--- config.mk ---
export PLATFORM = sky130hd
export DESIGN_NAME = mem_arbiter
export DESIGN_NICKNAME = d
export VERILOG_FILES = /design/src/rtl/mem_arbiter_pkg.sv /design/src/rtl/mem_arbiter_rr_pick.sv /design/src/rtl/mem_arbiter.sv
export SDC_FILE = /design/constraint.sdc
export NUM_CORES = 1
export LEC_CHECK = 0
export ABC_AREA = 1
export CAP_MARGIN = 10
export CORE_UTILIZATION = 38
export DETAILED_ROUTE_END_ITERATION = 16
export PLACE_DENSITY = 0.78
export SYNTH_ARGS = -nofsm -noshare
export SYNTH_HDL_FRONTEND = slang
export SYNTH_SLANG_ARGS = --single-unit
export TNS_END_PERCENT = 10
--- constraint.sdc ---
create_clock -name clk -period 4.7 [get_ports clk]
set_input_delay 0.94 -clock clk [delete_from_list [all_inputs] [get_ports clk]]
set_output_delay 0.94 -clock clk [all_outputs]
set_load 0.02 [all_outputs]
--- src/rtl/mem_arbiter_pkg.sv ---
// Shared types and constants for the two-port memory arbiter.
package mem_arbiter_pkg;

  // Arbiter ownership states.
  typedef enum logic [1:0] {
    IDLE    = 2'd0,
    OWN_CPU = 2'd1,
    LOCKED  = 2'd2
  } arb_state_e;

  // Port identifiers; also the bit positions in the 2-bit req/gnt vectors.
  localparam logic PORT_CPU = 1'b0;
  localparam logic PORT_DMA = 1'b1;

  // DMA starvation counter width and the count that forces a DMA grant.
  localparam int                  STARVE_W     = 4;
  localparam logic [STARVE_W-1:0] STARVE_LIMIT = 4'd15;

endpackage

--- src/rtl/mem_arbiter_rr_pick.sv ---
// Two-input round-robin picker. Bit 0 is the CPU, bit 1 the DMA port.
// A set mask bit removes that requester from consideration this cycle.
module rr_pick
  import mem_arbiter_pkg::*;
(
  input  logic [1:0] req_i,
  input  logic       last_i,
  input  logic [1:0] mask_i,
  output logic [1:0] gnt_o
);

  logic [1:0] elig;

  // One-hot grant: on contention the port not granted last wins.
  always_comb begin
    elig  = req_i & ~mask_i;
    gnt_o = elig;
    if (elig == 2'b11) begin
      gnt_o = (last_i == PORT_CPU) ? 2'b10 : 2'b01;
    end
  end

endmodule

--- src/rtl/mem_arbiter.sv ---
// Two-port (CPU / DMA) single-memory arbiter with round-robin fairness,
// a CPU bus lock for atomic sequences and a DMA starvation escape.
module mem_arbiter
  import mem_arbiter_pkg::*;
#(
  parameter int AW = 32,
  parameter int DW = 32
) (
  input  logic          clk,
  input  logic          rst,
  // CPU port
  input  logic          cpu_req_i,
  input  logic          cpu_we_i,
  input  logic [AW-1:0] cpu_addr_i,
  input  logic [DW-1:0] cpu_wdata_i,
  input  logic          cpu_lock_i,
  output logic          cpu_gnt_o,
  output logic          cpu_rvalid_o,
  output logic [DW-1:0] cpu_rdata_o,
  // DMA port
  input  logic          dma_req_i,
  input  logic          dma_we_i,
  input  logic [AW-1:0] dma_addr_i,
  input  logic [DW-1:0] dma_wdata_i,
  output logic          dma_gnt_o,
  output logic          dma_rvalid_o,
  output logic [DW-1:0] dma_rdata_o,
  // Memory side
  output logic [AW-1:0] mem_addr_o,
  output logic [DW-1:0] mem_wdata_o,
  output logic          mem_wen_o,
  input  logic [DW-1:0] mem_rdata_i
);

  arb_state_e          state_q, state_d;
  logic                last_q, last_d;
  logic [STARVE_W-1:0] starv_q, starv_d;
  logic [AW-1:0]       addr_q, addr_d;
  logic [DW-1:0]       wdata_q, wdata_d;
  logic                rd_pend_q, rd_pend_d;
  logic                rd_port_q, rd_port_d;
  logic [DW-1:0]       cpu_rdata_q, dma_rdata_q;

  logic [1:0] req, mask, gnt;
  logic       locked, force_dma, gnt_we;

  // Requests are suppressed while reset is held so no grant escapes.
  assign req = rst ? 2'b00 : {dma_req_i, cpu_req_i};

  // LOCKED shuts out DMA; a starved DMA that is still asking shuts out the CPU.
  assign locked    = (state_q == LOCKED);
  assign force_dma = (starv_q == STARVE_LIMIT) && dma_req_i;
  assign mask      = {locked, force_dma};

  rr_pick u_pick (
    .req_i  (req),
    .last_i (last_q),
    .mask_i (mask),
    .gnt_o  (gnt)
  );

  assign cpu_gnt_o = gnt[PORT_CPU];
  assign dma_gnt_o = gnt[PORT_DMA];

  // Memory command mux; address and data hold their last value when idle.
  always_comb begin
    addr_d  = addr_q;
    wdata_d = wdata_q;
    gnt_we  = 1'b0;
    if (gnt[PORT_DMA]) begin
      addr_d  = dma_addr_i;
      wdata_d = dma_wdata_i;
      gnt_we  = dma_we_i;
    end else if (gnt[PORT_CPU]) begin
      addr_d  = cpu_addr_i;
      wdata_d = cpu_wdata_i;
      gnt_we  = cpu_we_i;
    end
  end

  assign mem_addr_o  = addr_d;
  assign mem_wdata_o = wdata_d;
  assign mem_wen_o   = gnt_we;

  // A read grant leaves a tagged response pending for exactly one cycle.
  always_comb begin
    rd_pend_d = (|gnt) && !gnt_we;
    rd_port_d = gnt[PORT_DMA];
  end

  // Memory data arrives one cycle after the address; steer it to the
  // tagged port and let the other port keep its last returned word.
  assign cpu_rvalid_o = rd_pend_q && (rd_port_q == PORT_CPU);
  assign dma_rvalid_o = rd_pend_q && (rd_port_q == PORT_DMA);
  assign cpu_rdata_o  = cpu_rvalid_o ? mem_rdata_i : cpu_rdata_q;
  assign dma_rdata_o  = dma_rvalid_o ? mem_rdata_i : dma_rdata_q;

  // Next-state: round-robin history, starvation counter and ownership FSM.
  // OWN_CPU marks a cycle following an unlocked CPU grant; a CPU grant taken
  // with cpu_lock high moves straight to LOCKED so DMA is shut out from the
  // very next cycle.
  always_comb begin
    state_d = state_q;
    last_d  = last_q;
    starv_d = starv_q;

    if (gnt[PORT_CPU])      last_d = PORT_CPU;
    else if (gnt[PORT_DMA]) last_d = PORT_DMA;

    if (gnt[PORT_DMA])                                starv_d = '0;
    else if (locked)                                  starv_d = dma_req_i ? starv_q + 1'b1 : '0;
    else if (starv_q == STARVE_LIMIT && !dma_req_i)   starv_d = '0;

    unique case (state_q)
      IDLE, OWN_CPU: begin
        if (gnt[PORT_CPU]) state_d = cpu_lock_i ? LOCKED : OWN_CPU;
        else               state_d = IDLE;
      end
      LOCKED: begin
        if (!cpu_lock_i || starv_d == STARVE_LIMIT) state_d = IDLE;
      end
      default: state_d = IDLE;
    endcase
  end

  // State registers.
  always_ff @(posedge clk or posedge rst) begin
    if (rst) begin
      state_q     <= IDLE;
      last_q      <= PORT_DMA;
      starv_q     <= '0;
      addr_q      <= '0;
      wdata_q     <= '0;
      rd_pend_q   <= 1'b0;
      rd_port_q   <= PORT_CPU;
      cpu_rdata_q <= '0;
      dma_rdata_q <= '0;
    end else begin
      state_q     <= state_d;
      last_q      <= last_d;
      starv_q     <= starv_d;
      addr_q      <= addr_d;
      wdata_q     <= wdata_d;
      rd_pend_q   <= rd_pend_d;
      rd_port_q   <= rd_port_d;
      cpu_rdata_q <= cpu_rdata_o;
      dma_rdata_q <= dma_rdata_o;
    end
  end

endmodule

Word-level counts from Yosys, hierarchy flattened. Cells that the tools add are included.

Register bits after elaboration: 137. Bits in latches: 0. RAM bits: 0. ROM bits: 0. Input bits: 167. Output and inout bits: 133. Logic and storage cells: 53. Memories kept: 0.

Add/subtract/negate cells: 1. Multiply operators: 0. Div/mod/pow operators: 0. Order comparisons: 0. Equality and inequality tests: 6. Shift-type cells: 0. Mux-type cells: 21. Bitwise operators: 3. Reductions and logical operators: 13.

Operator list (count): $mux 32 (6); $mux 4 (4); $mux 2 (6); $eq 4x4->1 const B (2); $logic_and 1x1->1 (5); $add 4x1->4 const B (1); $eq 2x2->1 const B (2); $mux 1 (4); $pmux 2 s2 (1); $reduce_or 2->1 (2); $logic_not 1->1 (3); $and 2x2->2 (1); $eq 2x1->1 const B (1); $logic_not 2->1 (1); $ne 2x1->1 const B (1); $not 2->2 (1); $reduce_bool 2->1 (1); $logic_or 1x1->1 (1); $not 1->1 (1).

Depth between registers and ports, before layout.
Depth after elaboration: 11. Depth in mapped cells: 10. Gate-level depth less buffers: 10.

Modules after synthesis. A second synthesis with hierarchy kept.

Cells, all modules: 673. Area total of the unflattened synthesis: 5816.8 µm².

Modules (own cells, without submodules): mem_arbiter (times used 1, cells an instance 661, area each 5770.5 µm², sequential area each 3429.5 µm²); rr_pick (times used 1, cells an instance 12, area each 46.3 µm², sequential area each 0.0 µm²).

Worst setup path before layout. OpenSTA, ideal clock, no wires.

Path type: input port to output port. Start point: input cpu_req_i. End point: output mem_addr_o[24]. Data arrival time: 1.954 ns. Required time: 3.760 ns. Slack: 1.806 ns. Stages: 8. Path buffers: 2. Cell sequence: inv_1 > nor2_1 > nand3_2 > nand2_2 > buf_4 > buf_2 > nand3_1 > nand2_1.

Cells in the longest elaborated chain, start to end: 6.

Ends and longest elaborated chain: start, declared (line mem_arbiter.sv:12) `input logic cpu_req_i,`; $mux 2 (*) (line mem_arbiter.sv:48) `assign req = rst ? 2'b00 : {dma_req_i, cpu_req_i};`; $and 2x2->2 (*) (line mem_arbiter_rr_pick.sv:16) `elig = req_i & ~mask_i;`; $eq 2x2->1 (line mem_arbiter_rr_pick.sv:18) `if (elig == 2'b11) begin`; $mux 2 (*) (line mem_arbiter_rr_pick.sv:18); $mux 32 (line mem_arbiter.sv:74) `end else if (gnt[PORT_CPU]) begin`; $mux 32 (*) (line mem_arbiter.sv:70) `if (gnt[PORT_DMA]) begin`; end, declared (line mem_arbiter.sv:29) `output logic [AW-1:0] mem_addr_o,`.

Every way passes the cells marked *; elsewhere a longest branch is shown, timed or not.

Worst setup path after layout.
Start point: input rst. End point: output mem_addr_o[4].

Cells in the longest elaborated chain, start to end: 6.

Ends and longest elaborated chain: start, declared (line mem_arbiter.sv:10) `input logic rst,`; $mux 2 (*) (line mem_arbiter.sv:48); $and 2x2->2 (*) (line mem_arbiter_rr_pick.sv:16); $eq 2x2->1 (line mem_arbiter_rr_pick.sv:18); $mux 2 (*) (line mem_arbiter_rr_pick.sv:18); $mux 32 (line mem_arbiter.sv:74); $mux 32 (*) (line mem_arbiter.sv:70).

Marks and branches as above.

==> flow_summary.yaml <==
run_status:
  status: "finished, final reports clean"
timing:
  maxSlewHeadroom_pct: 30.0
  count_of_final_setup_violators: 0
  rsz0062_at_grt: "no"
  timing.final.crit_period_ns: 4.36
  maximum_clock_skew_at_final_layout_ns: 0.0107
  final_hold_viol_count: 0
  postLayoutSetupSlackWorst_ns: 0.340
  total_negative_setup_slack_ns: 0
  tightestPinTransition_ns: 1.05
  fmaxAchievable_ghz: 0.229
  timing.final.max_slew_violations: 0
  ratio_of_final_minimum_period_to_clock_period_pct: 92.8
cts:
  clk_pin_slew_worst_paths_ns: 0.06
  cts_resized: 0
  cts_setup_buffers: 0
  hold_buffers: 0
  cts.root.buffer_cell: "sky130_fd_sc_hd__clkbuf_16"
  htree_levels: 4
  cts_tree: "built"
  clk_latency_ns: 0.42
  cts_max_path_buffers: 2
  cts_made_buffers: 17
  tritoncts_num_sinks: 137
worst_setup_path:
  crit_chain: "clkdlybuf4s50_1 > nor2_1 > nand3_2 > nand2_2 > buf_4 > nand2_1 > nand3_1 > nand2_1 > clkdlybuf4s50_1"
  crit_type: "input pin to primary output"
  timing.critical_path.max_delay_family: "buffers and inverters"
  cp.arrival_ns: 3.42
  reg2reg_to: "state_q[1]"
  worstRegToRegCells: 10
  worstSetupEndpointType: "primary output"
  cp-startpoint: "rst"
  timing.critical_path.fanout_max: 22
  startpoint_type: "input pin"
  critical_path_depth: 9
  critPathCapture: "mem_addr_o[4]"
  worstPathBufferInverterCount: 3
  reg2reg_slack_ns: 2.56
  critical-path-max-stage-delay_ns: 0.56
  crit-reg2reg-launch: "starv_q[0]"
  cpMaxStageDelayCell: "sky130_fd_sc_hd__clkdlybuf4s50_1"
  critical_path_required_ns: 3.76
yosys:
  synth-edff-count: 0
  seq_area_frac_synth_pct: 53.2
  synth_top_cell_area_share_pct: 52.8
  post_synth_most_frequent_cells: "sky130_fd_sc_hd__nand2_1, sky130_fd_sc_hd__dfrtp_1, sky130_fd_sc_hd__inv_1, sky130_fd_sc_hd__nand3_1, sky130_fd_sc_hd__o21ai_0"
  async_reset_ff_share_pct: 100
  post_synth_instance_area_um2: 6440
  synth_seq_cells: 137
  netlist.top_cell.by_area: "sky130_fd_sc_hd__dfrtp_1"
  synth-main-ff-cell: "sky130_fd_sc_hd__dfrtp_1"
  synthCells: 802
  netlist-cell-type-count: 22
  synth.avg_cell_area_um2: 8.03
  ys.warnings.count: 0
  synthMostInstantiatedCell: "sky130_fd_sc_hd__nand2_1"
  synth.top_cells.by_area: "sky130_fd_sc_hd__dfrtp_1, sky130_fd_sc_hd__nand2_1, sky130_fd_sc_hd__nand3b_1"
  syn-num-nets: 970
flow_run:
  max_cap_viol_count: 0
power:
  p_int_mw: 3.56
  power_frac_seq_pct: 30.9
  design_power_total_mw: 5.45
  p_comb_share_pct: 42.8
  switching_power_mw: 1.89
  power.static_leakage_nw: 4.95
  swShare_pct: 34.7
  clock_power_share_pct: 26.3
  peak_supply_drop_mv: 0.280
  powerDensity_nw_per_um2: 532
global_route:
  grt-ovfl-total: 0
  grt_first_pass_wirelength_um: 30800
  grt_util_met2_pct: 38.1
  grt_start_max_net_pins: 90
  groute.usage.overall_pct: 22.4
  grtUsageMet3_pct: 5.11
  busiest_layer: "met2"
  antenna_violations_before_repair: 0
  grt_use_met1_pct: 27.4
  first_global_vias: 6074
cells_and_area:
  post_route_cells_drive_above_1_share_pct: 4.93
  area_growth_pct: 59.0
  antenna-diode-count: 0
  final_nets: 1250
  final_design_utilization_pct: 61.8
  layout.cell_area.non_filler_um2: 10200
floorplan:
  design.die.area_um2: 17500
  die_h_um: 132
  design.portCount: 300
  cell_row_count: 47
  initial_utilization_pct: 38.9
  core_area_um2: 16600
  die_w_um: 132
placed_design:
  place_congestion: 0.840
  place_hpwl_um: 13400
  placement.cell_area_um2: 9610
  port_buf_inserts: 299
  place_ws_ns: 0.351
worst_hold_path:
  timing.hold.worst.class: "register to register"
drt:
  drt_iter0_markers: 268
  routedWlPerCell_um: 14.8
  drtPass1Iterations: 5
  routed_via_density: 4.71
  remaining_antenna_violation_count: 0
  vias: 6197
  drcViolationCount: 0
  routed_wirelength_um: 19400
## registers in the layout, indices dropped and copies added, names as in the netlist
| name | cells |
|---|---|
| addr_q | 32 |
| cpu_rdata_q | 32 |
| dma_rdata_q | 32 |
| last_q | 1 |
| rd_pend_q | 1 |
| rd_port_q | 1 |
| starv_q | 4 |
| state_q | 2 |
| wdata_q | 32 |
## layer usage
layer  wire length, um  part of all wire (%)  up-vias
li1                  -                     -     3052
met1              8090                    42     2901
met2              9680                    50      205
met3              1070                   5.5       39
met4               555                   2.9        0
met5                 0                     0        -
## through the flow
step | hold WS [ns] | instances
floorplan | 0.505 | 802
global route | 0.518 | 1315
global placement | 0.476 | 1283
finish | 0.497 | 1315
detailed placement | 0.483 | 1283
CTS | 0.500 | 1315
## power by group through the flow
stage                     Clock [mW]  Combinational (mW)  Sequential [mW]
after CTS                       1.46                2.35             1.68
after global placement             0                2.30             1.68
after detailed placement           0                2.33             1.70
final                           1.43                2.33             1.68
after global routing            1.51                2.50             1.72
after floorplan                    0                1.22             1.67
## kinds of logic after synthesis
kind of cell	Yosys count	synth area share, %
AOI/OAI and AO/OA	67	5.32
adders and majority gates	1	0.194
DFF	137	53.2
and+or+nand+nor	434	30.8
buffers and inverters	163	10.5
## worst min path at each step
stage,to,from,cells past startpoint,slack [ns]
2_1_floorplan,state_q[0],state_q[1],3,0.50
5_1_grt,cpu_rdata_q[11],cpu_rdata_q[11],2,0.52
3_5_place_dp,dma_rdata_q[11],dma_rdata_q[11],2,0.48
3_3_place_gp,dma_rdata_q[0],dma_rdata_q[0],2,0.48
6_report,cpu_rdata_q[28],cpu_rdata_q[28],2,0.50
4_1_cts,cpu_rdata_q[20],cpu_rdata_q[20],2,0.50
## tightest hold or removal path, cell delays in order, from the launching register on
cell                      delay, ns
sky130_fd_sc_hd__dfrtp_1       0.32
sky130_fd_sc_hd__nand2_1       0.04
sky130_fd_sc_hd__o21ai_0       0.09
## placed cells by master, fill, tap and decap left out, types with 4 or more instances in the layout
master                            synthesis  routed
sky130_fd_sc_hd__clkdlybuf4s50_1          0     299
sky130_fd_sc_hd__nand2_1                280     279
sky130_fd_sc_hd__dfrtp_1                136     136
sky130_fd_sc_hd__inv_1                  111     110
sky130_fd_sc_hd__nand3_1                 70      70
sky130_fd_sc_hd__o21ai_0                 65      65
sky130_fd_sc_hd__nand3b_1                64      64
sky130_fd_sc_hd__clkbuf_16                0      17
sky130_fd_sc_hd__nor2_1                  11      11
sky130_fd_sc_hd__buf_4                    7       6
sky130_fd_sc_hd__inv_2                    4       4
sky130_fd_sc_hd__bufinv_16                0       4
sky130_fd_sc_hd__buf_12                   0       4
## final cells by class
cell class / instances / area, um^2
Timing Repair Buffer: 309 / 3120
Tap cell: 220 / 275
Sequential cell: 137 / 3430
Inverter: 115 / 437
Fill cell: 1435 / 6340
Multi-Input combinational cell: 502 / 2350
Clock inverter: 13 / 194
Clock buffer: 19 / 443
(Power assumes the default switching activity.)
